`config.mk`:
```
export PLATFORM = sky130hd
export DESIGN_NAME = sha_sigma_pipe_flat
export DESIGN_NICKNAME = d
export VERILOG_FILES = /design/src/rtl/sha_sigma_pipe_if.sv /design/src/rtl/sha_sigma_pipe.sv /design/src/flat_wrapper.sv
export SDC_FILE = /design/constraint.sdc
export NUM_CORES = 1
export LEC_CHECK = 0
export CAP_MARGIN = 20
export CORE_ASPECT_RATIO = 0.5
export CORE_MARGIN = 1.5
export CORE_UTILIZATION = 51
export CTS_BUF_LIST = sky130_fd_sc_hd__clkbuf_2 sky130_fd_sc_hd__clkbuf_4 sky130_fd_sc_hd__clkbuf_8
export DETAILED_ROUTE_END_ITERATION = 16
export GPL_ROUTABILITY_DRIVEN = 0
export PLACE_DENSITY = 0.82
export SYNTH_ARGS = -nofsm -noshare
export SYNTH_HDL_FRONTEND = slang
export SYNTH_SLANG_ARGS = --single-unit
```
`constraint.sdc`:
```
create_clock -name clk -period 2 [get_ports clk]
set_input_delay 0.4 -clock clk [delete_from_list [all_inputs] [get_ports clk]]
set_output_delay 0.4 -clock clk [all_outputs]
set_load 0.01 [all_outputs]
```
`src/rtl/sha_sigma_pipe_if.sv`:
```
// Request/response bundle for sha_sigma_pipe: one request channel and one
// result channel, each with a valid/ready handshake and an opaque tag.
interface sha_sigma_pipe_if #(
    parameter int WIDTH = 32,
    parameter int TAG_W = 4
);
    logic             in_valid;
    logic             in_ready;
    logic [2:0]       in_op;
    logic [WIDTH-1:0] in_x;
    logic [WIDTH-1:0] in_y;
    logic [WIDTH-1:0] in_z;
    logic [TAG_W-1:0] in_tag;
    logic             out_valid;
    logic             out_ready;
    logic [WIDTH-1:0] out_data;
    logic [TAG_W-1:0] out_tag;
    logic             out_err;

    // The pipeline side: consumes requests, produces results.
    modport slave (
        input  in_valid, in_op, in_x, in_y, in_z, in_tag, out_ready,
        output in_ready, out_valid, out_data, out_tag, out_err
    );

    // The round-control side: issues requests, consumes results.
    modport master (
        output in_valid, in_op, in_x, in_y, in_z, in_tag, out_ready,
        input  in_ready, out_valid, out_data, out_tag, out_err
    );
endinterface

```
`src/rtl/sha_sigma_pipe.sv`:
```
// Two-stage elastic pipeline evaluating the SHA-2 Sigma/sigma functions for
// 32- or 64-bit words. Define SHA_SIGMA_CHMAJ_EN to add Ch (op 4) and Maj (op 5).
module sha_sigma_pipe #(
    parameter int WIDTH = 32,
    parameter int TAG_W = 4
) (
    input  logic              clk,
    input  logic              rst,
    sha_sigma_pipe_if.slave   bus
);

    if (WIDTH != 32 && WIDTH != 64) begin : g_bad_width
        $error("sha_sigma_pipe: WIDTH must be 32 or 64");
    end
    if (TAG_W < 1) begin : g_bad_tag
        $error("sha_sigma_pipe: TAG_W must be at least 1");
    end

    localparam int BS0_A = (WIDTH == 64) ? 28 : 2;
    localparam int BS0_B = (WIDTH == 64) ? 34 : 13;
    localparam int BS0_C = (WIDTH == 64) ? 39 : 22;
    localparam int BS1_A = (WIDTH == 64) ? 14 : 6;
    localparam int BS1_B = (WIDTH == 64) ? 18 : 11;
    localparam int BS1_C = (WIDTH == 64) ? 41 : 25;
    localparam int SS0_A = (WIDTH == 64) ? 1  : 7;
    localparam int SS0_B = (WIDTH == 64) ? 8  : 18;
    localparam int SS0_S = (WIDTH == 64) ? 7  : 3;
    localparam int SS1_A = (WIDTH == 64) ? 19 : 17;
    localparam int SS1_B = (WIDTH == 64) ? 61 : 19;
    localparam int SS1_S = (WIDTH == 64) ? 6  : 10;

    function automatic logic [WIDTH-1:0] rotr(input logic [WIDTH-1:0] v, input int n);
        return (v >> n) | (v << (WIDTH - n));
    endfunction

    function automatic logic [WIDTH-1:0] big_sigma(input logic [WIDTH-1:0] v,
                                                   input int a, input int b, input int c);
        return rotr(v, a) ^ rotr(v, b) ^ rotr(v, c);
    endfunction

    function automatic logic [WIDTH-1:0] small_sigma(input logic [WIDTH-1:0] v,
                                                     input int a, input int b, input int s);
        return rotr(v, a) ^ rotr(v, b) ^ (v >> s);
    endfunction

    logic             r_v1;
    logic [2:0]       r_s1_op;
    logic [WIDTH-1:0] r_s1_x;
    logic [TAG_W-1:0] r_s1_tag;
`ifdef SHA_SIGMA_CHMAJ_EN
    logic [WIDTH-1:0] r_s1_y;
    logic [WIDTH-1:0] r_s1_z;
`endif
    logic             r_v2;
    logic [WIDTH-1:0] r_s2_data;
    logic [TAG_W-1:0] r_s2_tag;
    logic             r_s2_err;

    logic             w_r1;
    logic             w_r2;
    logic [WIDTH-1:0] w_fn_data;
    logic             w_fn_err;

    // A stage may load when it is empty or the stage after it is draining.
    assign w_r2 = !r_v2 || bus.out_ready;
    assign w_r1 = !r_v1 || w_r2;

    assign bus.in_ready  = w_r1;
    assign bus.out_valid = r_v2;
    assign bus.out_data  = r_s2_data;
    assign bus.out_tag   = r_s2_tag;
    assign bus.out_err   = r_s2_err;

    // Stage 1: capture the request operands.
    always_ff @(posedge clk) begin
        if (rst) begin
            r_v1     <= 1'b0;
            r_s1_op  <= 3'd0;
            r_s1_x   <= '0;
            r_s1_tag <= '0;
`ifdef SHA_SIGMA_CHMAJ_EN
            r_s1_y   <= '0;
            r_s1_z   <= '0;
`endif
        end else if (w_r1) begin
            r_v1 <= bus.in_valid;
            if (bus.in_valid) begin
                r_s1_op  <= bus.in_op;
                r_s1_x   <= bus.in_x;
                r_s1_tag <= bus.in_tag;
`ifdef SHA_SIGMA_CHMAJ_EN
                r_s1_y   <= bus.in_y;
                r_s1_z   <= bus.in_z;
`endif
            end
        end
    end

    // Function evaluation from the stage-1 registers.
    always_comb begin
        w_fn_data = '0;
        w_fn_err  = 1'b0;
        case (r_s1_op)
            3'd0:    w_fn_data = big_sigma(r_s1_x, BS0_A, BS0_B, BS0_C);
            3'd1:    w_fn_data = big_sigma(r_s1_x, BS1_A, BS1_B, BS1_C);
            3'd2:    w_fn_data = small_sigma(r_s1_x, SS0_A, SS0_B, SS0_S);
            3'd3:    w_fn_data = small_sigma(r_s1_x, SS1_A, SS1_B, SS1_S);
`ifdef SHA_SIGMA_CHMAJ_EN
            3'd4:    w_fn_data = (r_s1_x & r_s1_y) ^ (~r_s1_x & r_s1_z);
            3'd5:    w_fn_data = (r_s1_x & r_s1_y) ^ (r_s1_x & r_s1_z) ^ (r_s1_y & r_s1_z);
`endif
            default: begin
                w_fn_data = '0;
                w_fn_err  = 1'b1;
            end
        endcase
    end

    // Stage 2: register the result; it holds while the consumer stalls.
    always_ff @(posedge clk) begin
        if (rst) begin
            r_v2      <= 1'b0;
            r_s2_data <= '0;
            r_s2_tag  <= '0;
            r_s2_err  <= 1'b0;
        end else if (w_r2) begin
            r_v2 <= r_v1;
            if (r_v1) begin
                r_s2_data <= w_fn_data;
                r_s2_tag  <= r_s1_tag;
                r_s2_err  <= w_fn_err;
            end
        end
    end

endmodule
```
`src/flat_wrapper.sv`:
```
// flat-port wrapper written by rule: the top's interface ports become plain ports
module sha_sigma_pipe_flat 
#(
    parameter int WIDTH = 32,
    parameter int TAG_W = 4
)
  (clk, rst, bus_in_valid, bus_in_op, bus_in_x, bus_in_y, bus_in_z, bus_in_tag, bus_out_ready, bus_in_ready, bus_out_valid, bus_out_data, bus_out_tag, bus_out_err);
  sha_sigma_pipe_if #(.WIDTH(WIDTH), .TAG_W(TAG_W)) bus_i ();
  input  logic clk;
  input  logic rst;
  input wire logic [$bits(bus_i.in_valid)-1:0] bus_in_valid;
  input wire logic [$bits(bus_i.in_op)-1:0] bus_in_op;
  input wire logic [$bits(bus_i.in_x)-1:0] bus_in_x;
  input wire logic [$bits(bus_i.in_y)-1:0] bus_in_y;
  input wire logic [$bits(bus_i.in_z)-1:0] bus_in_z;
  input wire logic [$bits(bus_i.in_tag)-1:0] bus_in_tag;
  input wire logic [$bits(bus_i.out_ready)-1:0] bus_out_ready;
  output wire logic [$bits(bus_i.in_ready)-1:0] bus_in_ready;
  output wire logic [$bits(bus_i.out_valid)-1:0] bus_out_valid;
  output wire logic [$bits(bus_i.out_data)-1:0] bus_out_data;
  output wire logic [$bits(bus_i.out_tag)-1:0] bus_out_tag;
  output wire logic [$bits(bus_i.out_err)-1:0] bus_out_err;
  assign bus_i.in_valid = bus_in_valid;
  assign bus_i.in_op = bus_in_op;
  assign bus_i.in_x = bus_in_x;
  assign bus_i.in_y = bus_in_y;
  assign bus_i.in_z = bus_in_z;
  assign bus_i.in_tag = bus_in_tag;
  assign bus_i.out_ready = bus_out_ready;
  assign bus_in_ready = bus_i.in_ready;
  assign bus_out_valid = bus_i.out_valid;
  assign bus_out_data = bus_i.out_data;
  assign bus_out_tag = bus_i.out_tag;
  assign bus_out_err = bus_i.out_err;
  sha_sigma_pipe #(.WIDTH(WIDTH), .TAG_W(TAG_W)) u_core (.clk(clk), .rst(rst), .bus(bus_i));
endmodule
```
==> flow_summary.ini <==
[final_layout]
syn_to_final_growth_pct = 28.14
finalNonFillerCells = 842
antenna_cells = 0
final_nets = 804
final_layout_size_suffix_gt1_share_pct = 13.53

[cts]
clk_latency_ns = 0.36
cts-root-buf = clkbuf_8
clk_path_buf_depth = 2
cts_num_sinks = 78
clk_pin_slew_ns = 0.08
htree_levels = 3
cts_tree = built
numCtsBuffers = 9

[die]
die-width_microns = 151.5
initial_core_util_pct = 53.70
die_h_microns = 77.27
die-area_sq_um = 11710
coreArea_sq_um = 10480
io_pins = 146
rows = 26

[routing]
first_iter_violations = 572
vias = 5072
routed_wl_microns = 17240
drc = 0
dr.pass1.iters = 7
vias_per_cell = 6.024
detail-route-antenna-nets = 0
wl_per_cell_microns = 20.47

[timing]
max_freq_ghz = 0.5576
fin_tns_setup_ns = 0
relSlewSlack_pct = 54.23
hold_slack_ns = 0.4589
rsz0062_at_grt = false
slew_violations = 0
setup_viol = 0
worstMarginPinSlew_ns = 0.6856
period_needed_ns = 1.793
final-hold-violation-count = 0
period_share_pct = 89.67
fin_worst_skew_ns = 0.005239

[grt]
grt_pass1_wl_microns = 26860
grt-ovfl-total = 0
antenna_found_initial = 0
grt_max_degree = 40
grt_util_all_layers_pct = 30.07
grt_pass1_vias = 5183

[setup_path]
crit_fanout = 10
start_kind = flop
worst_ep_required_time_ns = 2.24
endpoint_kind = flop
crit_arrival_ns = 2.04
crit_type = flop to flop

[synthesis]
synth_xor_area_share_pct = 39.10
yosysUniqueCellTypes = 28
synth.area.mux_share_pct = 0
ys_seq_area_share_pct = 27.76
synth_fa_ha_area_share_pct = 0
syn_area_sq_um = 5625
ys_warn_count = 0
ys_seq_elements = 78
yosys.area_share.simple_pct = 8.474
syn-num-nets = 705
netlist_instances = 598
syn_avg_cell_area_sq_um = 9.407
synth_top_family_by_area = XOR/XNOR gates
synth-compound-area-share_pct = 18.86

[pwr]
ir_drop_mv = 0.2858
power_leakage_nw = 2.603
cellPowerDensity_nw_per_um2 = 630.4
power_mw = 4.544

[place]
numPortBuffers = 81
place_inst = 826
dp_hpwl_microns = 12140

[run]
max_cap_viol_count = 0

[hold_path]
hold_path.class = flop to flop

[run_status]
outcome = completed
## cell type report
class	instances	area [sq um]
multi-input cells	450	3741
inverters	4	15.01
well taps	140	175.2
flip-flops and latches	78	1562
clock buffers	13	166.4
fillers	777	3267
repair buffers	154	1506
clock inverters	3	42.54
## synth_stat cells
library cell / number / area (sq um)
a22oi_1: 11 / 82.58
nand3b_1: 2 / 15.01
xnor3_1: 44 / 991.0
dfxtp_1: 78 / 1562
nor2_1: 9 / 33.78
buf_4: 1 / 7.510
nor2b_1: 1 / 6.260
nand2_1: 93 / 349.1
a221oi_2: 1 / 15.01
o2bb2ai_1: 22 / 192.7
or3b_1: 2 / 17.52
a21oi_1: 57 / 285.3
inv_1: 4 / 15.01
nor3_2: 3 / 30.03
xnor2_1: 131 / 1147
or3_1: 2 / 12.51
a21o_1: 1 / 7.510
nand2b_1: 2 / 12.51
a222oi_1: 2 / 20.02
clkbuf_1: 20 / 75.07
a211oi_1: 8 / 60.06
a311oi_1: 2 / 17.52
buf_2: 42 / 210.2
buf_6: 1 / 11.26
xor2_1: 7 / 61.31
buf_1: 2 / 7.510
a221oi_1: 27 / 236.5
o22ai_1: 23 / 143.9
## through the flow
step / worst slack [ns] / util [%] / instance area [sq um]
floorplan: 0.5208 / - / 5625
global placement: 0.03278 / 66.79 / 6997
detailed placement: 0.01428 / 66.79 / 6997
CTS: 0.003701 / 68.79 / 7206
global route: 0.1111 / 68.81 / 7208
finish: 0.2067 / 68.81 / 7208
## layout by cell type, fill, tap and decap left out, types with 11 or more instances in the layout
cell / Yosys / final
a22oi_1: 11 / 11
clkdlybuf4s50_1: 0 / 79
a221oi_1: 27 / 27
o2bb2ai_1: 22 / 22
xnor2_1: 131 / 131
a21oi_1: 57 / 56
dfxtp_1: 78 / 78
nand2_1: 93 / 93
buf_12: 0 / 12
buf_4: 1 / 61
clkbuf_8: 0 / 11
xnor3_1: 44 / 44
o22ai_1: 23 / 23
## final timing paths
check | slack [ns] | startpoint | endpoint | cells after the start
worst max-delay path | 0.21 | u_core.r_s1_x[24] | u_core.bus.out_data[11] | 4
worst min-delay path | 0.46 | u_core.bus.out_tag[3] | u_core.bus.out_tag[3] | 2
worst max register to register | 0.21 | u_core.r_s1_x[24] | u_core.bus.out_data[11] | 4
worst min register to register | 0.46 | u_core.bus.out_tag[3] | u_core.bus.out_tag[3] | 2
## repair_timing
action                                  in CTS  in global routing
gates resized for setup                      0                  1
endpoints found under the setup margin       0                  1
hold buffers                                 0                  0
setup buffers                                0                  0
## power by group
part	switching [mW]	internal (mW)	total, mW	leakage, nW
registers	0.119	1.63	1.75	0.638
logic	0.677	0.843	1.52	1.86
clock network	0.602	0.672	1.27	0.106
## worst max-delay path, cell delays in order (launching register included)
cell and delay [ns]:
dfxtp_1 0.70, xnor3_1 0.37, o22ai_1 0.08, a221oi_1 0.38
o2bb2ai_1 0.14
## kinds of logic after synthesis
family	Yosys count
AOI/OAI and AO/OA	154
xor gates and xnor gates	182
buffers and inverters	70
DFF	78
and+or+nand+nor	114
## sequential cells by signal (all words and copies together), names as in the netlist
name / cells
u_core.bus.out_err: 1
u_core.r_s1_tag: 4
u_core.bus.out_data: 32
u_core.bus.out_tag: 4
u_core.r_s1_op: 3
u_core.r_s1_x: 32
u_core.bus.out_valid: 1
u_core.r_v1: 1
## layer usage
metal	part of all wire, %	vias to the layer above	wire, microns	track usage [%]
met5	0	-	0	0
met4	3.0	0	520	12.69
met3	13	58	2199	8.571
met2	43	353	7395	46.73
met1	41	2381	7125	39.06
li1	-	2280	-	-
No activity file was read; power rests on OpenSTA's default activity.
